$ cat src/rtl/k12a_boot_loader_pkg.sv
// ============================================================================
// Module   : k12a_boot_loader_pkg
// Purpose  : Shared types and constants for the k12a serial boot loader.
// Revision : 1.0 - initial release
// ============================================================================
`default_nettype none

package k12a_boot_loader_pkg;

  localparam logic [7:0] LOADER_SYNC_BYTE = 8'hA5;

  typedef enum logic [2:0] {
    ST_IDLE   = 3'd0,
    ST_LEN_HI = 3'd1,
    ST_LEN_LO = 3'd2,
    ST_DATA   = 3'd3,
    ST_CSUM   = 3'd4,
    ST_ERROR  = 3'd5
  } loader_state_t;

  typedef enum logic [1:0] {
    RX_IDLE  = 2'd0,
    RX_START = 2'd1,
    RX_DATA  = 2'd2,
    RX_STOP  = 2'd3
  } rx_state_t;

endpackage

`default_nettype wire

$ cat src/rtl/k12a_boot_loader_if.sv
// ============================================================================
// Module   : k12a_boot_loader_if
// Purpose  : Serial input, memory write port and core-control outputs of the loader.
// Revision : 1.0 - initial release
// ============================================================================
`default_nettype none

interface k12a_boot_loader_if;
  logic        uart_rx;
  logic [15:0] mem_addr;
  logic [7:0]  mem_data;
  logic        mem_write;
  logic        cpu_reset_n;
  logic        busy;
  logic        load_done;
  logic        load_error;

  modport master (
    input  uart_rx,
    output mem_addr, mem_data, mem_write, cpu_reset_n, busy, load_done, load_error
  );

  modport slave (
    output uart_rx,
    input  mem_addr, mem_data, mem_write, cpu_reset_n, busy, load_done, load_error
  );
endinterface

`default_nettype wire

$ cat src/rtl/k12a_uart_rx.sv
// ============================================================================
// Module   : k12a_uart_rx
// Purpose  : 8N1 UART receiver with 2-flop synchroniser and centre sampling.
// Revision : 1.0 - initial release
// ============================================================================
`default_nettype none

module k12a_uart_rx
  import k12a_boot_loader_pkg::*;
#(
  parameter int CLKS_PER_BIT = 104
) (
  input  logic       cpu_clock,
  input  logic       reset,
  input  logic       uart_rx,
  output logic [7:0] byte_data,
  output logic       byte_valid,
  output logic       framing_err
);

  localparam int             CW   = $clog2(CLKS_PER_BIT);
  localparam logic [CW-1:0]  HALF = CW'(CLKS_PER_BIT / 2 - 1);
  localparam logic [CW-1:0]  FULL = CW'(CLKS_PER_BIT - 1);

  logic          r_meta, r_sync, r_prev;
  rx_state_t     r_state, w_state;
  logic [CW-1:0] r_cnt, w_cnt;
  logic [2:0]    r_bits, w_bits;
  logic [7:0]    r_shift, w_shift;
  logic          r_valid, w_valid;
  logic          r_ferr, w_ferr;

  always_ff @(posedge cpu_clock) begin
    if (reset) begin
      r_meta  <= 1'b1;
      r_sync  <= 1'b1;
      r_prev  <= 1'b1;
      r_state <= RX_IDLE;
      r_cnt   <= '0;
      r_bits  <= '0;
      r_shift <= '0;
      r_valid <= 1'b0;
      r_ferr  <= 1'b0;
    end else begin
      r_meta  <= uart_rx;
      r_sync  <= r_meta;
      r_prev  <= r_sync;
      r_state <= w_state;
      r_cnt   <= w_cnt;
      r_bits  <= w_bits;
      r_shift <= w_shift;
      r_valid <= w_valid;
      r_ferr  <= w_ferr;
    end
  end

  always_comb begin
    w_state = r_state;
    w_cnt   = r_cnt;
    w_bits  = r_bits;
    w_shift = r_shift;
    w_valid = 1'b0;
    w_ferr  = 1'b0;
    case (r_state)
      RX_IDLE: begin
        if (r_prev && !r_sync) begin
          w_state = RX_START;
          w_cnt   = '0;
        end
      end
      RX_START: begin
        // Glitches shorter than half a bit fall back to hunting.
        if (r_cnt == HALF) begin
          w_cnt   = '0;
          w_bits  = '0;
          w_state = r_sync ? RX_IDLE : RX_DATA;
        end else begin
          w_cnt = r_cnt + 1'b1;
        end
      end
      RX_DATA: begin
        if (r_cnt == FULL) begin
          w_cnt   = '0;
          w_shift = {r_sync, r_shift[7:1]};
          if (r_bits == 3'd7) w_state = RX_STOP;
          else                w_bits  = r_bits + 1'b1;
        end else begin
          w_cnt = r_cnt + 1'b1;
        end
      end
      RX_STOP: begin
        if (r_cnt == FULL) begin
          w_valid = r_sync;
          w_ferr  = !r_sync;
          w_state = RX_IDLE;
        end else begin
          w_cnt = r_cnt + 1'b1;
        end
      end
      default: w_state = RX_IDLE;
    endcase
  end

  assign byte_data   = r_shift;
  assign byte_valid  = r_valid;
  assign framing_err = r_ferr;

endmodule

`default_nettype wire

$ cat src/rtl/k12a_boot_loader.sv
// ============================================================================
// Module   : k12a_boot_loader
// Purpose  : Framed UART image loader; writes memory and holds the k12a core in
//            reset while loading. Optional checksum byte: K12A_LOADER_CHECKSUM_EN.
// Revision : 1.0 - initial release
// ============================================================================
`default_nettype none

module k12a_boot_loader
  import k12a_boot_loader_pkg::*;
#(
  parameter int          CLKS_PER_BIT = 104,
  parameter logic [15:0] LOAD_BASE    = 16'h0,
  parameter int          TIMEOUT_CLKS = 65535
) (
  input  logic                cpu_clock,
  input  logic                reset,
  k12a_boot_loader_if.master  bus
);

  localparam int            TW   = $clog2(TIMEOUT_CLKS + 1);
  localparam logic [TW-1:0] TLIM = TW'(TIMEOUT_CLKS - 1);

  logic [7:0] byte_data;
  logic       byte_valid, framing_err;

  k12a_uart_rx #(.CLKS_PER_BIT(CLKS_PER_BIT)) u_rx (
    .cpu_clock   (cpu_clock),
    .reset       (reset),
    .uart_rx     (bus.uart_rx),
    .byte_data   (byte_data),
    .byte_valid  (byte_valid),
    .framing_err (framing_err)
  );

  loader_state_t r_state, w_state;
  logic [15:0]   r_len, w_len, r_idx, w_idx, r_addr, w_addr;
  logic [7:0]    r_data, w_data;
  logic [TW-1:0] r_tmo, w_tmo;
  logic          r_wr, w_wr, r_busy, w_busy, r_done, w_done, r_err, w_err, r_rstn, w_rstn;
  logic          w_active, w_sync, w_last, w_finish;

`ifdef K12A_LOADER_CHECKSUM_EN
  logic [7:0] r_csum, w_csum_sum;
  assign w_csum_sum = r_csum + byte_data;

  always_ff @(posedge cpu_clock) begin
    if (reset || !(r_state inside {ST_DATA, ST_CSUM}))
      r_csum <= '0;
    else if (r_state == ST_DATA && byte_valid)
      r_csum <= w_csum_sum;
  end
`endif

  always_ff @(posedge cpu_clock) begin
    if (reset) begin
      r_state <= ST_IDLE;
      r_len   <= '0;
      r_idx   <= '0;
      r_addr  <= LOAD_BASE;
      r_data  <= '0;
      r_tmo   <= '0;
      r_wr    <= 1'b0;
      r_busy  <= 1'b0;
      r_done  <= 1'b0;
      r_err   <= 1'b0;
      r_rstn  <= 1'b0;
    end else begin
      r_state <= w_state;
      r_len   <= w_len;
      r_idx   <= w_idx;
      r_addr  <= w_addr;
      r_data  <= w_data;
      r_tmo   <= w_tmo;
      r_wr    <= w_wr;
      r_busy  <= w_busy;
      r_done  <= w_done;
      r_err   <= w_err;
      r_rstn  <= w_rstn;
    end
  end

  always_comb begin
    w_state  = r_state;
    w_len    = r_len;
    w_idx    = r_idx;
    w_addr   = r_addr;
    w_data   = r_data;
    w_wr     = 1'b0;
    w_busy   = r_busy;
    w_done   = r_done;
    w_err    = r_err;
    w_rstn   = r_rstn;
    w_last   = 1'b0;
    w_finish = 1'b0;
    w_active = (r_state != ST_IDLE) && (r_state != ST_ERROR);
    w_sync   = byte_valid && (byte_data == LOADER_SYNC_BYTE);
    w_tmo    = (w_active && !byte_valid) ? r_tmo + 1'b1 : '0;

    case (r_state)
      ST_IDLE, ST_ERROR: begin
        // ERROR keeps the core held; only a clean IDLE lets it run.
        if (r_state == ST_IDLE) w_rstn = 1'b1;
        if (w_sync) begin
          w_state = ST_LEN_HI;
          w_busy  = 1'b1;
          w_rstn  = 1'b0;
          w_done  = 1'b0;
          w_err   = 1'b0;
        end
      end
      ST_LEN_HI: begin
        if (byte_valid) begin
          w_len[15:8] = byte_data;
          w_state     = ST_LEN_LO;
        end
      end
      ST_LEN_LO: begin
        if (byte_valid) begin
          w_len[7:0] = byte_data;
          w_idx      = '0;
          w_state    = ST_DATA;
          w_last     = ({r_len[15:8], byte_data} == 16'h0000);
        end
      end
      ST_DATA: begin
        if (byte_valid) begin
          w_wr   = 1'b1;
          w_addr = LOAD_BASE + r_idx;
          w_data = byte_data;
          w_idx  = r_idx + 16'd1;
          w_last = (r_idx == r_len - 16'd1);
        end
      end
`ifdef K12A_LOADER_CHECKSUM_EN
      ST_CSUM: begin
        if (byte_valid) begin
          if (w_csum_sum == 8'h00) begin
            w_finish = 1'b1;
          end else begin
            w_state = ST_ERROR;
            w_busy  = 1'b0;
            w_err   = 1'b1;
          end
        end
      end
`endif
      default: w_state = ST_IDLE;
    endcase

    if (w_last) begin
`ifdef K12A_LOADER_CHECKSUM_EN
      w_state = ST_CSUM;
`else
      w_finish = 1'b1;
`endif
    end

    if (w_finish) begin
      w_state = ST_IDLE;
      w_busy  = 1'b0;
      w_done  = 1'b1;
      w_rstn  = 1'b1;
    end

    if (w_active && (framing_err || (r_tmo == TLIM && !byte_valid))) begin
      w_state = ST_ERROR;
      w_busy  = 1'b0;
      w_err   = 1'b1;
      w_rstn  = 1'b0;
    end
  end

  assign bus.mem_addr    = r_addr;
  assign bus.mem_data    = r_data;
  assign bus.mem_write   = r_wr;
  assign bus.cpu_reset_n = r_rstn;
  assign bus.busy        = r_busy;
  assign bus.load_done   = r_done;
  assign bus.load_error  = r_err;

endmodule

`default_nettype wire
$ cat src/flat_wrapper.sv
// flat-port wrapper written by rule: the top's interface ports become plain ports
module k12a_boot_loader_flat import k12a_boot_loader_pkg::*;
#(
  parameter int          CLKS_PER_BIT = 104,
  parameter logic [15:0] LOAD_BASE    = 16'h0,
  parameter int          TIMEOUT_CLKS = 65535
)
  (cpu_clock, reset, bus_uart_rx, bus_mem_addr, bus_mem_data, bus_mem_write, bus_cpu_reset_n, bus_busy, bus_load_done, bus_load_error);
  k12a_boot_loader_if bus_i ();
  input  logic cpu_clock;
  input  logic reset;
  input wire logic [$bits(bus_i.uart_rx)-1:0] bus_uart_rx;
  output wire logic [$bits(bus_i.mem_addr)-1:0] bus_mem_addr;
  output wire logic [$bits(bus_i.mem_data)-1:0] bus_mem_data;
  output wire logic [$bits(bus_i.mem_write)-1:0] bus_mem_write;
  output wire logic [$bits(bus_i.cpu_reset_n)-1:0] bus_cpu_reset_n;
  output wire logic [$bits(bus_i.busy)-1:0] bus_busy;
  output wire logic [$bits(bus_i.load_done)-1:0] bus_load_done;
  output wire logic [$bits(bus_i.load_error)-1:0] bus_load_error;
  assign bus_i.uart_rx = bus_uart_rx;
  assign bus_mem_addr = bus_i.mem_addr;
  assign bus_mem_data = bus_i.mem_data;
  assign bus_mem_write = bus_i.mem_write;
  assign bus_cpu_reset_n = bus_i.cpu_reset_n;
  assign bus_busy = bus_i.busy;
  assign bus_load_done = bus_i.load_done;
  assign bus_load_error = bus_i.load_error;
  k12a_boot_loader #(.CLKS_PER_BIT(CLKS_PER_BIT), .LOAD_BASE(LOAD_BASE), .TIMEOUT_CLKS(TIMEOUT_CLKS)) u_core (.cpu_clock(cpu_clock), .reset(reset), .bus(bus_i));
endmodule
$ cat config.mk
export PLATFORM = sky130hd
export DESIGN_NAME = k12a_boot_loader_flat
export DESIGN_NICKNAME = d
export VERILOG_FILES = /design/src/rtl/k12a_boot_loader_pkg.sv /design/src/rtl/k12a_boot_loader_if.sv /design/src/rtl/k12a_uart_rx.sv /design/src/rtl/k12a_boot_loader.sv /design/src/flat_wrapper.sv
export SDC_FILE = /design/constraint.sdc
export NUM_CORES = 1
export LEC_CHECK = 0
export ABC_AREA = 1
export BUFFER_PORTS_ARGS = -buffer_cell sky130_fd_sc_hd__buf_2
export CORE_UTILIZATION = 39
export DETAILED_ROUTE_END_ITERATION = 10
export PLACE_DENSITY = 0.68
export SYNTH_ARGS = -nofsm -noshare
export SYNTH_HDL_FRONTEND = slang
export SYNTH_HIERARCHICAL = 1
export SYNTH_SLANG_ARGS = --single-unit
$ cat constraint.sdc
create_clock -name cpu_clock -period 1.9 [get_ports cpu_clock]
set_input_delay 0.38 -clock cpu_clock [delete_from_list [all_inputs] [get_ports cpu_clock]]
set_output_delay 0.38 -clock cpu_clock [all_outputs]
set_load 0.02 [all_outputs]
Word level (Yosys, flattened, before mapping):

Cells that the tools add are included.

* output and inout port bits: 29
* bits in registers: 105

* $add $sub $neg: 5
* bitwise operators: 4
* reduce and logical (&&, ||, !) cells: 40
* equality and inequality tests: 29
* mux-type cells: 38

Operators by type and width (number)
* $add A16 B1 Y16 const B: 2
* $mux W16: 2
* $pmux W16 S2: 1
* $mux W7: 4
* $pmux W7 S4: 1
* $mux W3: 8
* $ne A2 B2 Y1 const B: 10
* $reduce_and A2 Y1: 9
* $eq A16 B16 Y1: 1
* $eq A16 B16 Y1 const B: 1
* $logic_not A16 Y1: 1
* $sub A16 B1 Y16 const B: 1
* $mux W1: 12
* $mux W2: 6
* $pmux W3 S4: 1
* $reduce_and A4 Y1: 3
* $reduce_bool A2 Y1: 6
* $eq A8 B8 Y1 const B: 1
* $ne A4 B2 Y1 const B: 2
* $pmux W2 S4: 1
* $reduce_or A2 Y1: 4
* $add A7 B1 Y7 const B: 1
* $eq A7 B6 Y1 const B: 1
* $eq A7 B7 Y1 const B: 1
* other kinds (22): 36

Logic depth before layout (Yosys ltp):

* depth in word-level cells: 7
* mapped depth: 17
* mapped depth without buffers: 17

By module:

Netlist, hierarchy kept.

Modules (own cells, without submodules)
* k12a_boot_loader: sequential area each 1601.5 µm², times used 1, area an instance 3962.6 µm², cells each 569
* k12a_uart_rx: sequential area each 500.5 µm², times used 1, area an instance 1197.4 µm², cells each 161

Worst setup path after synthesis:

OpenSTA, ideal clock, no wires.

* kind: register -> register
* start point: reg u_core.r_len[0]
* end point: reg u_core.r_state[0]
* period minus slack after synthesis: 1.755 ns
* stages on the path, launching flop included: 15
* path buffers: 0
* path slack: 0.145 ns
* arrival: 1.643 ns
* cell sequence: dfxtp_1 -> inv_1 -> ha_1 -> nand2_2 -> nor2_4 -> xor2_1 -> nand2_1 -> nor2_1 -> nand2_1 -> o21bai_2 -> nand2_2 -> nand2_1 -> nand2_1 -> nor2_1 -> nor2_1

* cells in the longest elaborated chain, start to end: 7
* elaborated cells on any way between the ends: 12

RTL lines
* from (decl): line k12a_boot_loader.sv:37 `logic [15:0] r_len, w_len, r_idx, w_idx, r_addr, w_addr;`
* from (signal assigned): line k12a_boot_loader.sv:70 `r_len <= w_len;`
* $sub A16 B1 Y16 *: line k12a_boot_loader.sv:132 `w_last = (r_idx == r_len - 16'd1);`
* $eq A16 B16 Y1 *: line k12a_boot_loader.sv:132
* $mux W1 *: line k12a_boot_loader.sv:127 `if (byte_valid) begin`
* $pmux W1 S2 *: line k12a_boot_loader.sv:100 `case (r_state)`
* $mux W1 *: line k12a_boot_loader.sv:151 `if (w_last) begin`
* $ne A4 B1 Y1 (no source line) (tied with other cells)
* $reduce_and A4 Y1 (no source line) or $mux W3 (tied branches)
* to (signal assigned): line k12a_boot_loader.sv:69 `r_state <= w_state;`
* to (decl): line k12a_boot_loader.sv:36 `loader_state_t r_state, w_state;`

Mark *: on every way between the ends. The rest lies on a longest branch, timed or not.
A chain may end at the register's enable or synchronous reset.

Worst setup path in the final report:

* start point: reg u_core.r_len[4]
* end point: reg u_core.r_state[0]

The elaborated chain is that of the path after synthesis.

==> results by stage <==
Synth:
- In the synthesized netlist the async set-or-reset flop fraction comes to 0%.
- After technology mapping, the gate count stands at 730.
- Summed over its instances, the top area cell type makes up 40.7% of the synthesized netlist area.
- The leading register cell type out of synthesis is sky130_fd_sc_hd__dfxtp_1.
- The sequential share of the synthesized area is 40.7%.
- Yosys printed 6 warnings.
- The library cell occupying the most area in the post-synthesis netlist is sky130_fd_sc_hd__dfxtp_1.
- The distinct cell type count after synthesis is 44.
- Synthesis inferred 105 register bits.
- The number of flops mapped to enable cells by yosys is 0.
- By count the netlist is led by sky130_fd_sc_hd__nand2_1 (138), sky130_fd_sc_hd__nor2_1 (125), sky130_fd_sc_hd__dfxtp_1 (105), sky130_fd_sc_hd__inv_1 (75), sky130_fd_sc_hd__o21ai_0 (54).
- By area the synthesized netlist is led by sky130_fd_sc_hd__dfxtp_1 (41%), sky130_fd_sc_hd__nand2_1 (10%), sky130_fd_sc_hd__nor2_1 (9.1%).
- The mapped netlist covers 0.00516 mm^2.
- The most common cell in the netlist is sky130_fd_sc_hd__nand2_1.
- A synthesized cell averages 7.07 um^2.
- The number of nets in the synthesized netlist is 740.

Layout:
- The sequential cells in the finished layout cover a total of 0.00212 mm^2.
- Once layout is complete, the cells apart from fillers number 969.
- From synthesis to final layout, the design area changed by 19.6%.
- The net count of the finished layout is 802.
- Cells with a size suffix above 1 make up 20.3% of the layout.
- Fill cells in the final layout number 1,230.
- The number of antenna diodes is 0.
- In the final layout, the multi-input gates occupy 0.00278 mm^2.

Timing:
- The setup skew after layout is 6.29 ps.
- The part of the cycle the worst path needs is 98.5%.
- The setup-violating endpoint count in the final report is 0.
- The number of endpoints with negative hold slack in the final report is 0.
- Static timing analysis puts the maximum clock frequency at 534 MHz.
- The remaining max-slew budget at the tightest pin is 78.3%.
- Setup repair after global routing could not meet its margin everywhere.
- Adding up every negative setup slack in the final design gives 0 ps.
- The measured slew at the worst slew-check pin is 324 ps.
- The count of pins over their slew limit was 0.
- The time the worst path needs with I/O delays and setup is 1870 ps.

Power and ir drop:
- The worst ir drop on vdd is 0.464 mV.
- The power density of the placed cells is 689 mW/mm^2.
- The leakage power of the design is 0.00268 uW.

Worst setup path:
- Measured in cells, the most critical reg-to-reg path has a length of 16.
- Traced cell by cell, the critical path runs through nor2_4, nand2_4, nor2_8, nand2_2, nand2_1, nand2_1, inv_1, nand2_1, nor2_2, nand2_1, o21bai_2, nand2_2, nand2_1, nand2_1, nor2_1, nor2_1.
- The number of buffers and inverters on the critical path is 1.
- Data on the critical path arrives at its endpoint at 2120 ps.
- The worst setup path is of the flip-flop to flip-flop kind.
- The worst setup path is launched from a flip-flop.
- The slowest stage of the critical path is the sky130_fd_sc_hd__dfxtp_2 cell.
- The critical path required time is 2150 ps.
- In this design, the critical path's most frequently occurring cell is sky130_fd_sc_hd__nand2_1.
- STA classifies the critical path endpoint as a flip-flop.
- The endpoint identified for the worst register-to-register timing path is u_core/r_state[0].
- The setup check on the worst reg-to-reg path leaves a slack of 30 ps.
- The worst register-to-register path begins at u_core/r_len[4].
- The highest net fanout along the worst path is 5.
- The critical path's largest stage delay is 370 ps.
- The kind of cell adding the most delay to the critical path is simple AND/OR/NAND/NOR gates.

Floorplanning:
- The die is 117 um wide.
- Once the floorplan was initialized, standard cells occupied 40.4% of the core.
- From bottom edge to top edge, the die measures 117 um.
- The die covers 0.0137 mm^2.
- The floorplan has 41 rows.
- The number of primary I/O pins is 32.
- The placeable core area is 0.0128 mm^2.

Drt:
- Dividing the detail-routed via count by the number of cells gives 4.93.
- The length of the first detailed-routing pass in iterations is 5.
- The detail-routed net length per standard cell is 12.9 um.
- The routed layout has 4,777 vias.
- In this run, the number of DRC markers left after iteration 0 of detailed routing was 314.
- The post-route antenna net violation count is 0.
- The residual DRC count is 0.
- The final layout contains routed wiring with a total length of 12,500 um.

Clocking:
- In this run the number of H-tree levels came out at 3.
- The clock drives 105 sinks.
- The CTS buffer count is 9.
- The insertion delay of the later-clocked pin in the worst-skew pair is 350 ps.
- The TritonCTS clock tree is built.
- The number of hold-repair buffers added at the cts stage is 0.
- The worst-case clock buffer depth is 2.
- After clock tree synthesis, the clock-pin slew on the worst setup and hold paths is 80 ps.
- CTS placed an instance of sky130_fd_sc_hd__clkbuf_16 at the clock tree root.

GRT:
- For this run the aggregate overflow at the end of global routing stands at 0.
- The first global-routing pass estimated 20,200 um of wire.
- The via count of the first global-routing pass is 4,214.
- The initial antenna violation count is 0.
- For this run, the total global-route usage over all layers was measured as 19.0%.
- The largest net degree at the start of global routing is 25.

Hold path:
- The number of cells on the worst hold path is 2.
- The hold path startpoint is bus_uart_rx.
- The type of the most critical hold path is input port to flip-flop.
- The endpoint of the worst hold path is u_core/u_rx/r_meta.

Run:
- The tool flagged a number of max-cap violations equal to 0.

Placement:
- The weighted congestion reported at the end of routability-driven placement is 0.846.
- During placement, the flow inserted port buffers numbering 31.
- In this run, placement finished with an instance count of 950.
- The HPWL after detailed placement is 9110 um.

Run status:
- The flow ran to the end, and the final reports show no timing, DRC or antenna violations.
[per-layer routing]
metal | vias to the layer above | GRT usage, % | routed length (um)
met4 | 0 | 6.16 | 132
li1 | 2477 | - | -
met3 | 9 | 2.73 | 397
met1 | 2209 | 27.2 | 6450
met2 | 82 | 29.3 | 5510
met5 | - | 0 | 0
[state kept, by name (all words and copies together), names as in the netlist, named ones only]
name and cells:
u_core/u_rx/r_state 1, u_core/bus.cpu_reset_n 1, u_core/u_rx/byte_valid 1, u_core/bus.mem_addr 16, u_core/u_rx/r_cnt 7, u_core/r_tmo 16
u_core/r_idx 16, u_core/bus.busy 1, u_core/u_rx/r_meta 1, u_core/bus.load_error 1, u_core/bus.load_done 1, u_core/u_rx/r_sync 1
u_core/r_len 16, u_core/bus.mem_write 1, u_core/bus.mem_data 8, u_core/u_rx/r_prev 1, u_core/u_rx/r_bits 3, u_core/u_rx/byte_data 8
u_core/r_state 3, u_core/u_rx/framing_err 1
[worst max-delay path by stage]
| stage | startpoint | endpoint | slack [ps] | depth (start not counted) |
|---|---|---|---|---|
| floorplan | u_core/r_len[0] | u_core/r_state[0] | 150 | 14 |
| global placement | u_core/r_len[0] | u_core/r_state[0] | 40 | 14 |
| detailed placement | u_core/r_len[1] | u_core/r_state[0] | -10 | 14 |
| CTS | u_core/r_idx[0] | u_core/r_idx[14] | 10 | 11 |
| global route | u_core/r_len[0] | u_core/r_state[0] | -160 | 13 |
| finish | u_core/r_len[4] | u_core/r_state[0] | 30 | 16 |
[cell families after synthesis]
logic type                 Yosys count  synth area share, %
buffers and inverters              105                 7.98
adders and majority gates            7                 1.70
and+or+nand+nor                    373                 33.2
xor gates and xnor gates            21                 3.56
AOI/OAI and AO/OA                  119                 12.8
DFF                                105                 40.7
[through the flow]
stage / power, uW / hold WS [ps] / util, % / setup slack, ps / instance area (um^2)
6_report: 4250 / 221 / 48.3 / 28.0 / 6170
5_1_grt: 4400 / 234 / 48.3 / -159 / 6170
4_1_cts: 4300 / 210 / 47.0 / 9.90 / 6010
3_5_place_dp: 2460 / 401 / 44.7 / -12.2 / 5710
3_3_place_gp: 2460 / 395 / 44.7 / 41.8 / 5710
2_1_floorplan: 2410 / 389 / - / 145 / 5160
[what timing repair did]
item | in CTS | in global routing
gates cloned | 0 | 1
gates resized for setup | 1 | 44
pin swaps | 0 | 13
buffers inserted | 0 | 2
endpoints found under the setup margin | 1 | 13
[worst reg2reg max path: cells and delay by family (launching register included)]
kind / cells / cell delay [ps]
simple gates: 14 / 1130
flops: 1 / 370
compound gates: 1 / 200
buf+inv: 1 / 50
[cell type report]
class,count,share of cell area [%]
sequential,105,34.3
timing repair buffer,67,6.95
multi-input combinational,521,45.0
tap,172,3.49
inverter,88,5.37
clock buffer,10,3.87
clock inverter,6,0.973
[power by group]
| group | switching [uW] | internal, uW | total (uW) |
|---|---|---|---|
| combinational | 125 | 58.0 | 183 |
| sequential | 11.3 | 2210 | 2220 |
| clock | 890 | 961 | 1850 |
| total | 1030 | 3230 | 4250 |
[placed cells by master (no fill, tap or decap), drive strengths merged, types with 2 or more instances in the layout]
cell / instances
nand2: 149
nor2: 141
dfxtp: 105
inv: 87
buf: 67
o21ai: 55
a21oi: 48
nand3: 42
nor3: 17
xnor2: 11
xor2: 10
clkbuf: 10
nand4: 9
ha: 7
clkinv: 7
nand3b: 6
a211oi: 4
a221oi: 4
nor4: 3
and3: 3
or2: 2
o21bai: 2
No activity file was read; power rests on OpenSTA's default activity.
